## config.mk

```make
export PLATFORM = sky130hd
export DESIGN_NAME = led_frame_serializer
export DESIGN_NICKNAME = d
export VERILOG_FILES = /design/src/rtl/led_frame_serializer.sv
export SDC_FILE = /design/constraint.sdc
export NUM_CORES = 1
export LEC_CHECK = 0
export CAP_MARGIN = 20
export CORE_AREA = 2 2 114 116
export CTS_CLUSTER_DIAMETER = 150
export DETAILED_ROUTE_END_ITERATION = 10
export DIE_AREA = 0 0 116 118
export GPL_TIMING_DRIVEN = 1
export PLACE_DENSITY_LB_ADDON = 0.25
export SETUP_SLACK_MARGIN = 0.2
export SLEW_MARGIN = 20
export SYNTH_ARGS = -nofsm -noshare
export SYNTH_HDL_FRONTEND = slang
export SYNTH_SLANG_ARGS = --single-unit
```

## constraint.sdc

```tcl
create_clock -name clk -period 2.1 [get_ports clk]
set_input_delay 0.42 -clock clk [delete_from_list [all_inputs] [get_ports clk]]
set_output_delay 0.42 -clock clk [all_outputs]
set_load 0.05 [all_outputs]
```

## src/rtl/led_frame_serializer.sv

```systemverilog
// LED matrix link transmitter: takes a parallel frame over valid/ready, shifts it
// out MSB-first with a generated shift clock, then pulses strobe to latch it.
module led_frame_serializer #(
  parameter int unsigned NBITS      = 64,
  parameter int unsigned CLK_DIV    = 1,
  parameter int unsigned STROBE_LEN = 2
) (
  input  logic             clk,
  input  logic             rst_n,
  input  logic [NBITS-1:0] frame_data,
  input  logic             frame_valid,
  output logic             frame_ready,
  output logic             sdata,
  output logic             sclk,
  output logic             strobe,
  output logic             busy,
  output logic             done
);

  localparam int unsigned MAX_PH = (CLK_DIV > STROBE_LEN) ? CLK_DIV : STROBE_LEN;
  localparam int unsigned PH_W   = $clog2(MAX_PH) + 1;
  localparam int unsigned CNT_W  = $clog2(NBITS);

  typedef enum logic [1:0] {
    IDLE  = 2'd0,
    SETUP = 2'd1,
    HIGH  = 2'd2,
    LATCH = 2'd3
  } state_t;

  state_t             state, state_nxt;
  logic [NBITS-1:0]   shreg, shreg_nxt;
  logic [CNT_W-1:0]   bit_cnt, bit_cnt_nxt;
  logic [PH_W-1:0]    ph_cnt, ph_cnt_nxt;
  logic               sdata_nxt, sclk_nxt, strobe_nxt, busy_nxt, ready_nxt, done_nxt;

  // State and registered outputs
  always_ff @(posedge clk or negedge rst_n) begin
    if (!rst_n) begin
      state       <= IDLE;
      shreg       <= '0;
      bit_cnt     <= '0;
      ph_cnt      <= '0;
      sdata       <= 1'b0;
      sclk        <= 1'b0;
      strobe      <= 1'b0;
      busy        <= 1'b0;
      frame_ready <= 1'b1;
      done        <= 1'b0;
    end else begin
      state       <= state_nxt;
      shreg       <= shreg_nxt;
      bit_cnt     <= bit_cnt_nxt;
      ph_cnt      <= ph_cnt_nxt;
      sdata       <= sdata_nxt;
      sclk        <= sclk_nxt;
      strobe      <= strobe_nxt;
      busy        <= busy_nxt;
      frame_ready <= ready_nxt;
      done        <= done_nxt;
    end
  end

  // Next state; outputs are decoded from the next state so they land registered
  always_comb begin
    state_nxt   = state;
    shreg_nxt   = shreg;
    bit_cnt_nxt = bit_cnt;
    ph_cnt_nxt  = ph_cnt;
    done_nxt    = 1'b0;

    case (state)
      IDLE: begin
        if (frame_valid && frame_ready) begin
          shreg_nxt   = frame_data;
          bit_cnt_nxt = CNT_W'(NBITS - 1);
          ph_cnt_nxt  = PH_W'(CLK_DIV - 1);
          state_nxt   = SETUP;
        end
      end
      SETUP: begin
        if (ph_cnt == '0) begin
          ph_cnt_nxt = PH_W'(CLK_DIV - 1);
          state_nxt  = HIGH;
        end else begin
          ph_cnt_nxt = ph_cnt - PH_W'(1);
        end
      end
      HIGH: begin
        if (ph_cnt == '0) begin
          if (bit_cnt == '0) begin
            ph_cnt_nxt = PH_W'(STROBE_LEN - 1);
            state_nxt  = LATCH;
          end else begin
            shreg_nxt   = {shreg[NBITS-2:0], 1'b0};
            bit_cnt_nxt = bit_cnt - CNT_W'(1);
            ph_cnt_nxt  = PH_W'(CLK_DIV - 1);
            state_nxt   = SETUP;
          end
        end else begin
          ph_cnt_nxt = ph_cnt - PH_W'(1);
        end
      end
      LATCH: begin
        if (ph_cnt == '0) begin
          state_nxt = IDLE;
          done_nxt  = 1'b1;
        end else begin
          ph_cnt_nxt = ph_cnt - PH_W'(1);
        end
      end
      default: state_nxt = IDLE;
    endcase

    // sdata only moves when a new bit enters SETUP, so it is steady through HIGH
    sdata_nxt  = ((state_nxt == SETUP) || (state_nxt == HIGH)) ? shreg_nxt[NBITS-1] : 1'b0;
    sclk_nxt   = (state_nxt == HIGH);
    strobe_nxt = (state_nxt == LATCH);
    busy_nxt   = (state_nxt != IDLE);
    ready_nxt  = (state_nxt == IDLE);
  end

endmodule

```

==> run metrics <==
share of the synthesized area in the top cell type=0.544; post-route cell area=approximately 5200 sq um; flop2flop setup slack=roughly 200 ps; netlist area before placement=~3600 sq um; proportion of synthesized flip-flops having asynchronous set or reset=1.00; count of flip-flops with a built-in enable after synthesis=0; number of clock sinks seen by CTS=80; Root Driver=clkbuf_16; mean instance size in the synthesized netlist=between 10 and 15 sq um; overall die width=116 um; placer congestion estimate=0.685; end point of the critical path=shreg[24]$_DFFE_PN0P_; Iter 0 DRT Violations=134; most frequent cell after synthesis=dfrtp_1; Period Utilization, post-route=0.904; number of endpoints failing setup at the final stage=0; startpoint-to-endpoint class of the critical path=register to register; pre-CTS setup slack=around 120 ps; via count of the first global-routing pass=roughly 2,800; transition time at the pin with the least slew margin=around 500 ps; class of the most critical hold timing path=primary input to asynchronous set/reset pin; time the worst path needs with I/O delays and setup=about 1900 ps; launching instance or port of the critical path=bit_cnt[1]$_DFFE_PN0P_; CP Launch Type=register; mux share of post-synthesis cell area=0.00276; routed wire length=between 8000 and 9000 um; post-synthesis cell type with the largest combined area=dfrtp_1; maximum fanout along the worst path=14; Worst R2R End=shreg[24]$_DFFE_PN0P_; total count of hold-check failures in the final report=0; effective utilization at floorplan=0.292; placed cell areas=4620 sq um; Netlist cell types=39; Cells after Synth=approximately 300; max-cap check violation count=0; Final Slew Violations=0; Post-layout nets=approximately 460; post-layout instance count excluding filler cells=566; CTS tree=built; placeable core region=12,400 sq um; Design Power=0.00793 W; worst endpoint required time=about 2300 ps; Worst VDD drop=around 0.5 mV; count of yosys warnings during synthesis=0; nets in the synthesized netlist=around 370; post-synthesis adder-cell area fraction=0.0276; Most used DFF post-synth=dfrtp_1; worst endpoint data arrival time=between 2000 and 2500 ps; mean routed wirelength per cell=15.6 um; Max H-tree Level=3; maximum number of pins on one net before global-route repair=66; GR Util All Layers=0.129; clock network latency to the later pin of the worst-skew pair=around 340 ps; maximum count of clock buffers along a single path=2; LEAKAGE=about 2.8 nW; maximum achievable frequency=between 500 and 600 MHz; die height=between 100 and 150 um; remaining global-route overflow=0; clock-pin slew on the worst setup and hold paths=60 ps; final setup skew=4.41 ps; unrepaired setup endpoints after global routing=yes; Final Worst Setup Slack=just over 200 ps; detail-routed via count per cell=4.96; Total Negative Setup Slacks=0 ps; Post-DP HPWL=between 5000 and 6000 um; Worst R2R Start=bit_cnt[1]$_DFFE_PN0P_; Power Density=between 1500 and 2000 nW/um^2; via count=approximately 2,800; largest family of logic cells by synthesized area=compound AO/OA/AOI/OAI gates; first-pass iteration count of the detailed router=4; number of port buffers=72; Yosys reg bits=80; Diodes inserted=0; die outline area=~14,000 sq um; fraction of the yosys area taken by sequential cells=0.552; Synth Area in Compound Gates=0.327; top cells by count, synth=dfrtp_1 (79), a22o_1 (63), a21o_1 (62); xor/xnor cell area share of the yosys netlist=0.00241; number of top-level pins=73; global-route wire length before repair=approximately 14,000 um; share of layout cells above drive strength 1=0.173; antenna-violating nets left=0; CTS buffer count=9; DR DRC count=0; cell types occupying the most area after synthesis=dfrtp_1 (54%), a22o_1 (15%), a21o_1 (13%), ha_1 (2.8%), buf_2 (2.3%); cell total after placement=532; type of destination of the critical path=register; outcome=completed; site row count=41; cell count of the worst reg-to-reg path=10; Rel. slew slack=0.665; post-synthesis simple-gate area fraction=0.0469; CTS Hold Bufs=0; Syn-to-layout area delta=43.3%; antenna violations before repair=0
[sequential cells by signal (all words and copies together), names as in the netlist]
name         count
bit_cnt          6
busy             1
done             1
frame_ready      1
ph_cnt           2
sclk             1
sdata            1
shreg           64
state            2
strobe           1
[worst min path at each step]
stage | slack, ps | end | cells after the start | start
after global placement | 400 | shreg[41]$_DFFE_PN0P_ | 1 | rst_n
final | 20 | shreg[41]$_DFFE_PN0P_ | 1 | rst_n
after global routing | 50 | shreg[41]$_DFFE_PN0P_ | 1 | rst_n
after detailed placement | 400 | shreg[41]$_DFFE_PN0P_ | 1 | rst_n
after CTS | 30 | shreg[41]$_DFFE_PN0P_ | 1 | rst_n
after floorplan | 120 | bit_cnt[0]$_DFFE_PN0P_ | 0 | rst_n
[routing by layer]
metal  GRT usage  wire length, um
met4      0.0580              153
met2       0.192             4050
met3      0.0427              541
met5           0                0
met1       0.170             4080
[logic make-up after synthesis]
kind of cell | Yosys count
compound gates | 149
flops | 80
fa+ha+maj | 8
xor+xnor | 1
mux | 1
simple gates | 27
buf+inv | 33
[through the flow]
step                utilization  hold WS, ps
CTS                       0.403         30.0
global placement          0.373          398
finish                    0.419         15.7
floorplan                     -          124
detailed placement        0.373          397
global route              0.419         50.3
[timing repair]
action | 4_1_cts | 5_1_grt
pin swaps | 1 | 6
gates resized for setup | 7 | 17
gates cloned | 1 | 3
setup buffers | 5 | 9
endpoints found under the setup margin | 68 | 71
[worst max-delay path, stage by stage (launching register included)]
cell and delay, ps:
dfrtp_1 390, inv_2 90, ha_4 140, nor3b_4 200, buf_6 130, a211oi_4 60, buf_6 150, buf_12 140
buf_12 140, a22o_1 180, a21o_1 150
[where the power goes]
| part | internal (W) | total [W] | switching (W) |
|---|---|---|---|
| Combinational | 0.00189 | 0.00359 | 0.00170 |
| Clock | 0.000982 | 0.00158 | 0.000601 |
| Sequential | 0.00229 | 0.00276 | 0.000472 |
[area by class of cell]
| type | instances | area, sq um |
|---|---|---|
| fill | 1215 | 7210 |
| clock buffer | 13 | 260 |
| tap | 172 | 215 |
| timing repair buffer | 104 | 1130 |
| sequential | 80 | 2000 |
| multi-input combinational | 186 | 1530 |
| inverter | 8 | 30.0 |
| clock inverter | 3 | 40.0 |
[cells in the final DEF (no fill, tap or decap), types with 3 or more instances in the layout]
master,n
a21o_1,62
a21oi_1,4
a22o_1,63
and3_1,3
buf_12,5
buf_4,17
buf_6,8
clkbuf_16,12
clkdlybuf4s50_1,65
dfrtp_1,79
dlymetal6s2s_1,3
ha_1,6
inv_1,3
inv_2,5
nand2_1,4
nand2_2,3
nor2_1,5
o21ai_0,3
o22ai_1,4
No activity file was read; power rests on OpenSTA's default activity.
